==> src/rtl/apb_requester_arbiter.sv <==
// APB requester-side bridge: round-robin arbitration of NUM_REQ local requesters
// onto one APB completer, with alignment check, PPROT generation and PREADY timeout.

package apb_pkg;
    localparam int ADDR_WIDTH = 16;
    localparam int DATA_WIDTH = 32;
    localparam int STRB_WIDTH = DATA_WIDTH / 8;

    typedef enum logic [1:0] {
        IDLE   = 2'd0,
        SETUP  = 2'd1,
        ACCESS = 2'd2,
        ERROR  = 2'd3
    } state;

    // Upper half of the address map is the privileged, non-secure, instruction region.
    function automatic logic [2:0] getPprot(input logic [ADDR_WIDTH-1:0] addr);
        logic [2:0] prot_v;
        if (addr[ADDR_WIDTH-1]) begin
            prot_v = 3'b111;
        end else begin
            prot_v = 3'b000;
        end
        return prot_v;
    endfunction

    function automatic logic validAlign(input logic [ADDR_WIDTH-1:0] addr);
        return (addr[1:0] == 2'b00);
    endfunction
endpackage

module apb_requester_arbiter
    import apb_pkg::*;
#(
    parameter int NUM_REQ = 4,
    parameter int TIMEOUT = 16
) (
    input  logic                             PCLK,
    input  logic                             PRESET,
    input  logic [NUM_REQ-1:0]               req,
    input  logic [NUM_REQ*ADDR_WIDTH-1:0]    req_addr,
    input  logic [NUM_REQ-1:0]               req_write,
    input  logic [NUM_REQ*DATA_WIDTH-1:0]    req_wdata,
    input  logic [NUM_REQ*STRB_WIDTH-1:0]    req_strb,
    output logic [NUM_REQ-1:0]               done,
    output logic [DATA_WIDTH-1:0]            rsp_rdata,
    output logic                             rsp_err,
    output logic                             rsp_tmo,
    output logic                             PSEL,
    output logic                             PENABLE,
    output logic                             PWRITE,
    output logic [ADDR_WIDTH-1:0]            PADDR,
    output logic [DATA_WIDTH-1:0]            PWDATA,
    output logic [STRB_WIDTH-1:0]            PSTRB,
    output logic [2:0]                       PPROT,
    input  logic                             PREADY,
    input  logic                             PSLVERR,
    input  logic [DATA_WIDTH-1:0]            PRDATA
);

    localparam int PTR_W = (NUM_REQ > 1) ? $clog2(NUM_REQ) : 1;
    localparam int CNT_W = $clog2(TIMEOUT + 1);

    state                    state_r;
    state                    state_nx_s;
    logic [PTR_W-1:0]        last_r;
    logic [PTR_W-1:0]        grant_s;
    logic                    found_s;
    logic                    start_s;
    logic                    complete_s;
    logic                    timeout_s;
    logic                    err_done_s;
    logic [NUM_REQ-1:0]      elig_s;
    logic [CNT_W-1:0]        cnt_r;

    logic [ADDR_WIDTH-1:0]   addr_a_s  [NUM_REQ];
    logic [DATA_WIDTH-1:0]   wdata_a_s [NUM_REQ];
    logic [STRB_WIDTH-1:0]   strb_a_s  [NUM_REQ];

    logic                    psel_r;
    logic                    penable_r;
    logic                    pwrite_r;
    logic [ADDR_WIDTH-1:0]   paddr_r;
    logic [DATA_WIDTH-1:0]   pwdata_r;
    logic [STRB_WIDTH-1:0]   pstrb_r;
    logic [2:0]              pprot_r;
    logic [NUM_REQ-1:0]      done_r;
    logic [DATA_WIDTH-1:0]   rsp_rdata_r;
    logic                    rsp_err_r;
    logic                    rsp_tmo_r;

    for (genvar i = 0; i < NUM_REQ; i++) begin : g_unpack
        assign addr_a_s[i]  = req_addr[i*ADDR_WIDTH +: ADDR_WIDTH];
        assign wdata_a_s[i] = req_wdata[i*DATA_WIDTH +: DATA_WIDTH];
        assign strb_a_s[i]  = req_strb[i*STRB_WIDTH +: STRB_WIDTH];
    end

    // A requester is being told it finished this cycle, so it must not be re-granted now.
    assign elig_s = req & ~done_r;

    // Round-robin search starting just after the last granted requester.
    always_comb begin
        logic [PTR_W-1:0] idx_v;
        idx_v   = last_r;
        found_s = 1'b0;
        grant_s = last_r;
        for (int k = 1; k <= NUM_REQ; k++) begin
            idx_v = PTR_W'((int'(last_r) + k) % NUM_REQ);
            if (!found_s && elig_s[idx_v]) begin
                found_s = 1'b1;
                grant_s = idx_v;
            end else begin
                found_s = found_s;
            end
        end
    end

    // Transfer sequencing: next state and the single-cycle events that drive the datapath.
    always_comb begin
        state_nx_s = state_r;
        start_s    = 1'b0;
        complete_s = 1'b0;
        timeout_s  = 1'b0;
        err_done_s = 1'b0;
        case (state_r)
            IDLE: begin
                if (found_s) begin
                    start_s    = 1'b1;
                    state_nx_s = validAlign(addr_a_s[grant_s]) ? SETUP : ERROR;
                end else begin
                    state_nx_s = IDLE;
                end
            end
            SETUP: begin
                state_nx_s = ACCESS;
            end
            ACCESS: begin
                if (PREADY) begin
                    complete_s = 1'b1;
                    state_nx_s = IDLE;
                end else if (cnt_r == CNT_W'(TIMEOUT - 1)) begin
                    timeout_s  = 1'b1;
                    state_nx_s = IDLE;
                end else begin
                    state_nx_s = ACCESS;
                end
            end
            ERROR: begin
                err_done_s = 1'b1;
                state_nx_s = IDLE;
            end
            default: begin
                state_nx_s = IDLE;
            end
        endcase
    end

    // State register.
    always_ff @(posedge PCLK) begin
        if (PRESET) begin
            state_r <= IDLE;
        end else begin
            state_r <= state_nx_s;
        end
    end

    // Grant pointer, wait counter, APB bus registers and completion response.
    always_ff @(posedge PCLK) begin
        if (PRESET) begin
            last_r      <= PTR_W'(NUM_REQ - 1);
            cnt_r       <= {CNT_W{1'b0}};
            psel_r      <= 1'b0;
            penable_r   <= 1'b0;
            pwrite_r    <= 1'b0;
            paddr_r     <= {ADDR_WIDTH{1'b0}};
            pwdata_r    <= {DATA_WIDTH{1'b0}};
            pstrb_r     <= {STRB_WIDTH{1'b0}};
            pprot_r     <= 3'b000;
            done_r      <= {NUM_REQ{1'b0}};
            rsp_rdata_r <= {DATA_WIDTH{1'b0}};
            rsp_err_r   <= 1'b0;
            rsp_tmo_r   <= 1'b0;
        end else begin
            psel_r    <= (state_nx_s == SETUP) || (state_nx_s == ACCESS);
            penable_r <= (state_nx_s == ACCESS);

            if (start_s) begin
                last_r   <= grant_s;
                paddr_r  <= addr_a_s[grant_s];
                pwrite_r <= req_write[grant_s];
                pwdata_r <= wdata_a_s[grant_s];
                pstrb_r  <= req_write[grant_s] ? strb_a_s[grant_s] : {STRB_WIDTH{1'b0}};
                pprot_r  <= getPprot(addr_a_s[grant_s]);
            end else begin
                last_r   <= last_r;
            end

            if (state_r == SETUP) begin
                cnt_r <= {CNT_W{1'b0}};
            end else if ((state_r == ACCESS) && !PREADY) begin
                cnt_r <= cnt_r + CNT_W'(1);
            end else begin
                cnt_r <= cnt_r;
            end

            done_r      <= {NUM_REQ{1'b0}};
            rsp_rdata_r <= {DATA_WIDTH{1'b0}};
            rsp_err_r   <= 1'b0;
            rsp_tmo_r   <= 1'b0;
            if (complete_s) begin
                done_r      <= {{(NUM_REQ-1){1'b0}}, 1'b1} << last_r;
                rsp_rdata_r <= pwrite_r ? {DATA_WIDTH{1'b0}} : PRDATA;
                rsp_err_r   <= PSLVERR;
            end else if (timeout_s) begin
                done_r      <= {{(NUM_REQ-1){1'b0}}, 1'b1} << last_r;
                rsp_err_r   <= 1'b1;
                rsp_tmo_r   <= 1'b1;
            end else if (err_done_s) begin
                done_r      <= {{(NUM_REQ-1){1'b0}}, 1'b1} << last_r;
                rsp_err_r   <= 1'b1;
            end else begin
                done_r      <= {NUM_REQ{1'b0}};
            end
        end
    end

    assign PSEL      = psel_r;
    assign PENABLE   = penable_r;
    assign PWRITE    = pwrite_r;
    assign PADDR     = paddr_r;
    assign PWDATA    = pwdata_r;
    assign PSTRB     = pstrb_r;
    assign PPROT     = pprot_r;
    assign done      = done_r;
    assign rsp_rdata = rsp_rdata_r;
    assign rsp_err   = rsp_err_r;
    assign rsp_tmo   = rsp_tmo_r;

endmodule
==> config.mk <==
export PLATFORM = sky130hd
export DESIGN_NAME = apb_requester_arbiter
export DESIGN_NICKNAME = d
export VERILOG_FILES = /design/src/rtl/apb_requester_arbiter.sv
export SDC_FILE = /design/constraint.sdc
export NUM_CORES = 1
export LEC_CHECK = 0
export ABC_CLOCK_PERIOD_IN_PS = 3800
export BUFFER_PORTS_ARGS = -buffer_cell sky130_fd_sc_hd__buf_2
export CAP_MARGIN = 5
export CORE_AREA = 2 2 134 136
export CTS_BUF_LIST = sky130_fd_sc_hd__clkbuf_16
export DETAILED_ROUTE_END_ITERATION = 7
export DIE_AREA = 0 0 136 138
export GPL_ROUTABILITY_DRIVEN = 1
export HOLD_SLACK_MARGIN = 0.06
export MAX_ROUTING_LAYER = met4
export PLACE_DENSITY = 0.73
export SLEW_MARGIN = 20
export SYNTH_ARGS = -nofsm -noshare
export SYNTH_HDL_FRONTEND = slang
export SYNTH_SLANG_ARGS = --single-unit
export TNS_END_PERCENT = 10
==> constraint.sdc <==
create_clock -name PCLK -period 3.8 [get_ports PCLK]
set_input_delay 0.38 -clock PCLK [delete_from_list [all_inputs] [get_ports PCLK]]
set_output_delay 0.38 -clock PCLK [all_outputs]
set_load 0.01 [all_outputs]
# After elaboration in Yosys (flattened, before gate mapping)
# Cells that the tools add are included.
dict set report classes {
  shifts 1
  order_cmp 6
  bitwise 4
  reduce_logical 14
  n_eq_ne 6
  mux 49
  n_addsub 5
}
# cell count
set ops {}
lappend ops {{$bmux 32 s2} 1}
lappend ops {{$mux 32} 2}
lappend ops {{$bmux 16 s2} 1}
lappend ops {{$mux 16} 2}
lappend ops {{$mux 4} 6}
lappend ops {{$mux 1} 21}
lappend ops {{$mux 2} 8}
lappend ops {{$lt 2x3->1 const B} 5}
lappend ops {{$bmux 1 s2} 5}
lappend ops {{$bmux 4 s2} 1}
lappend ops {{$pmux 2 s4} 1}
lappend ops {{$eq 2x2->1 const B} 3}
lappend ops {{$add 5x1->5 const B} 1}
lappend ops {{$eq 5x4->1 const B} 1}
lappend ops {{$add 2x1->2 const B} 2}
lappend ops {{$add 2x2->2 const B} 2}
lappend ops {{$and 4x4->4} 1}
lappend ops {{$eq 2x1->1 const B} 2}
lappend ops {{$logic_and 1x1->1} 4}
lappend ops {{$logic_not 1->1} 4}
lappend ops {{$logic_not 2->1} 2}
lappend ops {{$not 4->4} 1}
lappend ops {{$reduce_or 2->1} 2}
lappend ops {{$shl 1x2->4 const A} 1}
lappend ops {{other kinds (6)} 6}
dict set report totals {
  wordCells 99
  reg_bits 105
  output_inout_bits 96
  inputBits 252
}

# Longest topological paths before layout
# Gate-level depths: netlist (run 1).
dict set report logic_depth {
  ltp_word 24
  mapped_depth 13
  ltp_nobuf 11
}

# Worst setup path before layout (run 1)
# OpenSTA, ideal clock, no wires.
dict set report synth_path {
  path_type {flip-flop to flip-flop}
  from {register last_r[0]}
  to {register psel_r (netlist: PSEL)}
  path_slack_ps 812
  arrival_time_ps 2922
  period_less_slack_ps 2988
  stages_incl_launch_ff 14
  t_required_ps 3734
  path_buffers 2
  setup_time_ps 66
  cell_sequence {dfxtp_1 buf_6 inv_1 ha_1 and4b_1 a31oi_1 nand4bb_4 a21o_1 buf_6 nand2_4 mux4_2 o21ai_1 ha_1 nor2_1}
}
dict set report synth_between {
  elab_chain_len 23
  word_cells_on_any_way 37
  cone_classes {4 x add/sub; 2 x eq/ne; 22 x mux; 1 x bitwise; 8 x reduce/logical}
}
# item line_no
set synth_lines {}
lappend synth_lines {{start: declaration} 66} ;# logic [PTR_W-1:0] last_r;
lappend synth_lines {{start signal: assignment} 170} ;# last_r <= PTR_W'(NUM_REQ - 1);
lappend synth_lines {{start signal: assignment} 188} ;# last_r <= grant_s;
lappend synth_lines {{start signal: assignment} 195} ;# last_r <= last_r;
lappend synth_lines {{$add 2x1->2} 108} ;# idx_v = PTR_W'((int'(last_r) + k) % NUM_REQ);
lappend synth_lines {{$bmux 1 s2} 109} ;# if (!found_s && elig_s[idx_v]) begin
lappend synth_lines {{$mux 1 (not written as such)} 109}
lappend synth_lines {{$mux 1} 109}
lappend synth_lines {{$logic_not 1->1} 109}
lappend synth_lines {{$logic_and 1x1->1} 109}
lappend synth_lines {{$mux 1} 109}
lappend synth_lines {{$logic_not 1->1} 109}
lappend synth_lines {{(+6 left out)} n/a}
lappend synth_lines {{$bmux 16 s2} 129} ;# state_nx_s = validAlign(addr_a_s[grant_s]) ? SETUP : ERROR;
lappend synth_lines {{$mux 16 (2 in series)} n/a}
lappend synth_lines {{$logic_not 2->1} 28} ;# return (addr[1:0] == 2'b00);
lappend synth_lines {{$mux 2} 129}
lappend synth_lines {{$mux 2 *} 127} ;# if (found_s) begin
lappend synth_lines {{$pmux 2 s4 *} 125} ;# case (state_r)
lappend synth_lines {{$eq 2x1->1 or $eq 2x2->1 (tied branches)} 184} ;# psel_r <= (state_nx_s == SETUP) || (state_nx_s == ACCESS);
lappend synth_lines {{$logic_or 1x1->1 *} 184}
lappend synth_lines {{end signal: assignment} 184}
lappend synth_lines {{end: declaration} 80} ;# logic psel_r;
# Mark *: on every way between the ends. The rest lies on a longest branch, timed or not. The select of a mux whose other input is x is not followed.
# A chain may end at the register's enable or synchronous reset.

# Worst setup path after layout (run 1)
dict set report layout_path {
  from {register last_r[1]}
  to {register psel_r (netlist: PSEL)}
}
# The elaborated chain is that of the path after synthesis.

==> summary.txt, run 1 <==
Worst setup path
  – Critical Path, Cell by Cell: inv_1 > ha_1 > and4b_1 > a31oi_1 > nand4bb_4 > a21o_2 > nand2_4 > mux4_2 > o21ai_1 > ha_1 > nor2_1
  – Most frequent CP cell: ha_1
  – Critical R2R Capture: PSEL$_SDFF_PP0_
  – Critical path fanouts, max: 12
  – Crit path required time: 4.08 ns
  – Critical Path AT: 3.57 ns
  – Slowest-stage cell, CP: mux4_2
  – Reg2reg path depth: 11
  – Startpoint types: flop
  – Critical R2R Launch: last_r[1]$_SDFFE_PP1P_
  – Setup Crit Path Kind: flop to flop
  – CP max stage delay: 0.52 ns
  – CP Capture Type: flop
  – R2R Setup Slk: 0.51 ns

Layout
  – # fillers: 1,778
  – N_diodes: 0
  – Post-layout net count: 1,193
  – Multi-input logic area: 0.00312 mm²
  – Fin area: 0.00761 mm²
  – Most frequent cells in the layout: buf_2, dfxtp_1, nand2_1
  – Commonest non-fill, non-tap cell in the layout: buf_2
  – Register area: 0.00204 mm²
  – Layout cell share with drive strength beyond 1: 41.2%
  – Layout area overhead: 39.5%

CTS
  – Worst skew pair latency: 0.35 ns
  – Num CTS Buffers: 9
  – Hold-fix buffers, CTS: 0
  – CTS tree: built
  – CTS max path bufs: 2
  – CTS Sinks: 102
  – Postcts setup bufs: 0
  – Post-cts sizing count: 0
  – CTS clock-pin slew for the worst setup and hold paths: 0.07 ns
  – Root Buffer: clkbuf_16
  – H-tree depth reported by CTS: 3

Place
  – Placed inst area: 0.00733 mm²
  – Port-buffer cells: 347
  – HPWL after detailed placement: 14.1 mm
  – Pre-CTS setup slack: 0.531 ns
  – RD Place Congestion: 0.866

Detailed routing
  – WL met2: 9.15 mm
  – Antenna violation net count after detailed routing: 0
  – Via count: 5,793
  – Initial DRC Count: 298
  – Drt total wl: 18.6 mm
  – DR WL met3: 1.34 mm
  – Highest metal used: met4
  – Via-per-instance ratio: 4.96
  – Met1 wire length: 7.71 mm
  – DRT Pass-1 Iters: 5
  – Wire per inst: 15.9 µm
  – Drt drc: 0

Global route
  – Antenna violations before repair: 0
  – Global Route Usage Sum: 19.3%
  – Global-route wire length before repair: 27.9 mm
  – Grt total ovfl: 0
  – Vias in the first global route: 5,473
  – Largest net degree at the start of global routing: 100

Timing
  – Pins Over Slew Limit: 0
  – Worst-margin pin slew: 0.441 ns
  – Fin crit share: 86.6%
  – Worst rel slew slack: 70.4%
  – Final worst setup slack: 0.510 ns
  – Setup_tns: 0 ns
  – Setup violations, final: 0
  – Clk_skew: 0.00897 ns
  – Min Clock Period, post-route: 3.29 ns
  – Fmax: 304 MHz
  – Fin. Hold Viols: 0
  – Unrepaired setup endpoints after global routing: no

Logic synthesis
  – Yosys reg bits: 102
  – Main synth FF type: dfxtp_1
  – Gate Count Post-Synth: 619
  – Post-synth top area share: 37.4%
  – Sequential element share of the synthesized area: 37.4%
  – Number of synthesized flops with an enable pin: 0
  – Async SR Flop Fraction: 0%
  – Distinct cells, synth: 51
  – Yosys top cell by area: dfxtp_1
  – Mapped Nets: 878
  – Mapped Area: 0.00546 mm²
  – Post-Syn Area per Cell: 8.82 µm²
  – YS warnings: 0
  – Top post-synthesis cells by area: dfxtp_1, mux2i_1, o211ai_1

Hold path
  – HP Class: input port to flop
  – Hold Path End: rsp_rdata[5]$_SDFF_PP0_
  – Worst Hold Depth: 2
  – HP Start: PRDATA[5]

Power
  – Total power: 5.52 mW
  – Peak VDD IR: 0.527 mV
  – P per Cell Area: 725 mW/mm²
  – Leak: 3.80 nW

Floorplan
  – Num rows: 49
  – Initial Utilization: 31.1%
  – Boundary pin count: 348
  – Die area: 0.0188 mm²
  – Core Region: 0.0175 mm²
  – Die H: 138 µm
  – Die X: 136 µm

Job
  – Number of max-cap violations: 0

Run status
  – Status: complete, no violations
[sequential cells by signal (all words and copies together) (netlist names)]
signal	count
PADDR	15
PENABLE	1
PPROT	1
PSEL	1
PSTRB	4
PWDATA	32
PWRITE	1
cnt_r	5
done	4
last_r	2
rsp_err	1
rsp_rdata	32
rsp_tmo	1
state_r	2
[final cells by class]
cell class / instances / area share (%)
clock buffers: 9 / 2.96
well taps: 229 / 3.76
inverters: 9 / 0.444
multi-input cells: 453 / 40.9
clock inverters: 7 / 0.756
repair buffers: 359 / 24.3
flip-flops and latches: 102 / 26.8
[worst max path at each step]
stage / start / to / slack (ns)
floorplan: last_r[0]$_SDFFE_PP1P_ / PSEL$_SDFF_PP0_ / 0.81
global placement: last_r[1]$_SDFFE_PP1P_ / PSEL$_SDFF_PP0_ / 0.66
detailed placement: last_r[1]$_SDFFE_PP1P_ / PSEL$_SDFF_PP0_ / 0.53
CTS: last_r[1]$_SDFFE_PP1P_ / PSEL$_SDFF_PP0_ / 0.53
global route: last_r[1]$_SDFFE_PP1P_ / PSEL$_SDFF_PP0_ / 0.25
finish: last_r[1]$_SDFFE_PP1P_ / PSEL$_SDFF_PP0_ / 0.51
[power breakdown]
part	total, mW	internal (mW)	switching, mW
Clock	0.898	0.453	0.445
Sequential	1.45	1.31	0.141
Combinational	3.17	1.32	1.85
Total	5.52	3.08	2.44
[worst max-delay path: cells and delay by family (launching register included)]
family                   cells  cell delay (ns)
AO/OA/AOI/OAI                3             0.73
buffers and inverters        1             0.13
AND/OR/NAND/NOR              4             0.71
flip-flops                   1             0.51
adder cells (fa/ha/maj)      2             0.61
multiplexers                 1             0.52
[cell usage after synthesis, types with 17 or more instances]
library cell / count
buf_2: 17
o21ai_0: 19
dfxtp_1: 102
nor2_1: 19
o21ai_1: 33
o211ai_1: 53
and3_1: 50
clkbuf_1: 25
a21boi_0: 49
mux2i_1: 57
and2_1: 40
nand2_1: 60
[cell families (layout without fill, tap and decap cells)]
kind of cell | Yosys count | count (layout) | synth area share, %
simple gates | 205 | 205 | 20.8
compound gates | 181 | 181 | 22.9
flops | 102 | 102 | 37.4
buf+inv | 64 | 384 | 5.85
mux | 59 | 59 | 11.3
fa+ha+maj | 7 | 7 | 1.60
xor+xnor | 1 | 1 | 0.161
[routing by layer]
metal	vias to the layer above	global-route usage, %
met5	-	-
met3	25	3.19
met1	2634	22.9
met4	0	6.52
met2	275	33.1
li1	2859	-
[per-stage QoR]
step | hold WS (ns) | utilization (%) | cells
4_1_cts | 0.207 | 43.4 | 1168
2_1_floorplan | 0.498 | - | 619
6_report | 0.228 | 43.4 | 1168
3_3_place_gp | 0.459 | 41.8 | 1152
3_5_place_dp | 0.465 | 41.8 | 1152
5_1_grt | 0.215 | 43.4 | 1168
Note: power is estimated with default switching activity, not from simulation.
==> inputs of run 2 (changes only) <==
--- a/config.mk
+++ b/config.mk
@@ -8,14 +8,14 @@
 export ABC_CLOCK_PERIOD_IN_PS = 3800
 export BUFFER_PORTS_ARGS = -buffer_cell sky130_fd_sc_hd__buf_2
 export CAP_MARGIN = 5
-export CORE_AREA = 2 2 134 136
+export CORE_AREA = 2 2 136 138
 export CTS_BUF_LIST = sky130_fd_sc_hd__clkbuf_16
 export DETAILED_ROUTE_END_ITERATION = 7
-export DIE_AREA = 0 0 136 138
+export DIE_AREA = 0 0 138 140
 export GPL_ROUTABILITY_DRIVEN = 1
 export HOLD_SLACK_MARGIN = 0.06
 export MAX_ROUTING_LAYER = met4
-export PLACE_DENSITY = 0.73
+export PLACE_DENSITY = 0.72
 export SLEW_MARGIN = 20
 export SYNTH_ARGS = -nofsm -noshare
 export SYNTH_HDL_FRONTEND = slang
==> summary.txt, run 2 (synthesis gave the netlist of run 1 again) <==
Floorplan
  – Core Region: 0.0178 mm²
  – Num rows: 49
  – Die H: 140 µm
  – Die X: 138 µm
  – Boundary pin count: 348
  – Initial Utilization: 30.7%
  – Die area: 0.0193 mm²

Power
  – Leak: 3.83 nW
  – Peak VDD IR: 0.573 mV
  – Total power: 5.66 mW
  – P per Cell Area: 738 mW/mm²

CTS
  – Hold-fix buffers, CTS: 0
  – H-tree depth reported by CTS: 3
  – CTS clock-pin slew for the worst setup and hold paths: 0.08 ns
  – Num CTS Buffers: 9
  – Post-cts sizing count: 0
  – Worst skew pair latency: 0.36 ns
  – CTS Sinks: 102
  – Root Buffer: clkbuf_16
  – CTS max path bufs: 2
  – CTS tree: built
  – Postcts setup bufs: 0

Worst setup path
  – CP Capture Type: flop
  – Reg2reg path depth: 11
  – Critical R2R Launch: last_r[0]$_SDFFE_PP1P_
  – Setup Crit Path Kind: flop to flop
  – Worst Setup SP: last_r[0]$_SDFFE_PP1P_
  – Critical Path AT: 3.63 ns
  – Startpoint types: flop
  – Crit path required time: 4.08 ns
  – Critical path fanouts, max: 15

Hold path
  – HP Class: input port to flop
  – Worst Hold Depth: 2
  – HP Start: PRDATA[27]

Detailed routing
  – Antenna violation net count after detailed routing: 0
  – Via-per-instance ratio: 4.99
  – Via count: 5,857
  – Drt total wl: 19.6 mm
  – Wire per inst: 16.7 µm
  – Initial DRC Count: 252
  – Drt drc: 0
  – DRT Pass-1 Iters: 4

Place
  – Inst Count DP: 1,155
  – Placed inst area: 0.00734 mm²
  – RD Place Congestion: 0.857
  – Pre-CTS setup slack: 0.229 ns
  – HPWL after detailed placement: 14.9 mm
  – Port-buffer cells: 347

Layout
  – Post-layout net count: 1,197
  – Most frequent cells in the layout: buf_2, dfxtp_1, nand2_1
  – Layout cell share with drive strength beyond 1: 41.7%
  – Final Core Density: 43.1%
  – Final Instance Count excl. Fillers: 1,173
  – Fin area: 0.00766 mm²
  – Layout area overhead: 40.4%
  – Commonest non-fill, non-tap cell in the layout: buf_2

Timing
  – Clk_skew: 0.0137 ns
  – Fin crit share: 88.0%
  – Fmax: 299 MHz
  – Worst rel slew slack: 51.6%
  – Pins Over Slew Limit: 0
  – Min Clock Period, post-route: 3.35 ns
  – Worst-margin pin slew: 0.727 ns
  – Unrepaired setup endpoints after global routing: no
  – Hold Slack: 0.225 ns
  – Final worst setup slack: 0.455 ns
  – Fin. Hold Viols: 0
  – Setup violations, final: 0
  – Setup_tns: 0 ns

Run status
  – Status: complete, no violations

Global route
  – Vias in the first global route: 5,634
  – Global-route wire length before repair: 29.5 mm
  – Grt total ovfl: 0
  – Global Route Usage Sum: 19.7%
  – Antenna violations before repair: 2
  – Largest net degree at the start of global routing: 60

Job
  – Number of max-cap violations: 0
==> run 2: final cells by class <==
class                      count  area (µm²)
sequential                   102        2040
clock buffer                   9         225
timing repair buffer         362        1860
tap                          229         287
multi-input combinational    454        3130
inverter                       9        33.8
clock inverter                 7        80.1
antenna                        1        2.50
fill                        1761       10100
==> run 2: worst paths after layout <==
kind / to / slack [ns]
worst max-delay path: PSEL$_SDFF_PP0_ / 0.45
worst min-delay path: rsp_rdata[27]$_SDFF_PP0_ / 0.22
worst max register to register: PSEL$_SDFF_PP0_ / 0.45
worst min register to register: PWDATA[30]$_SDFFE_PP0P_ / 0.48
==> run 2: worst max-delay path, stage by stage (launching register included) <==
cell	delay, ns
dfxtp_2	0.46
inv_1	0.19
ha_1	0.40
and4b_1	0.23
a31oi_1	0.36
nand4bb_4	0.19
a21o_2	0.35
nand2_4	0.13
mux4_2	0.50
o21ai_1	0.13
ha_1	0.24
nor2_1	0.10
==> run 2: power breakdown <==
group,internal (mW),switching [mW]
clock network,0.520,0.447
registers,1.31,0.148
logic,1.34,1.90
total,3.16,2.49
==> run 2: per-layer routing <==
metal,GRT usage (%),vias to the layer above,wire length (µm)
li1,-,2877,-
met1,22.8,2691,8210
met2,34.3,269,9750
met3,4.68,20,1400
met4,4.89,0,256
met5,-,-,0
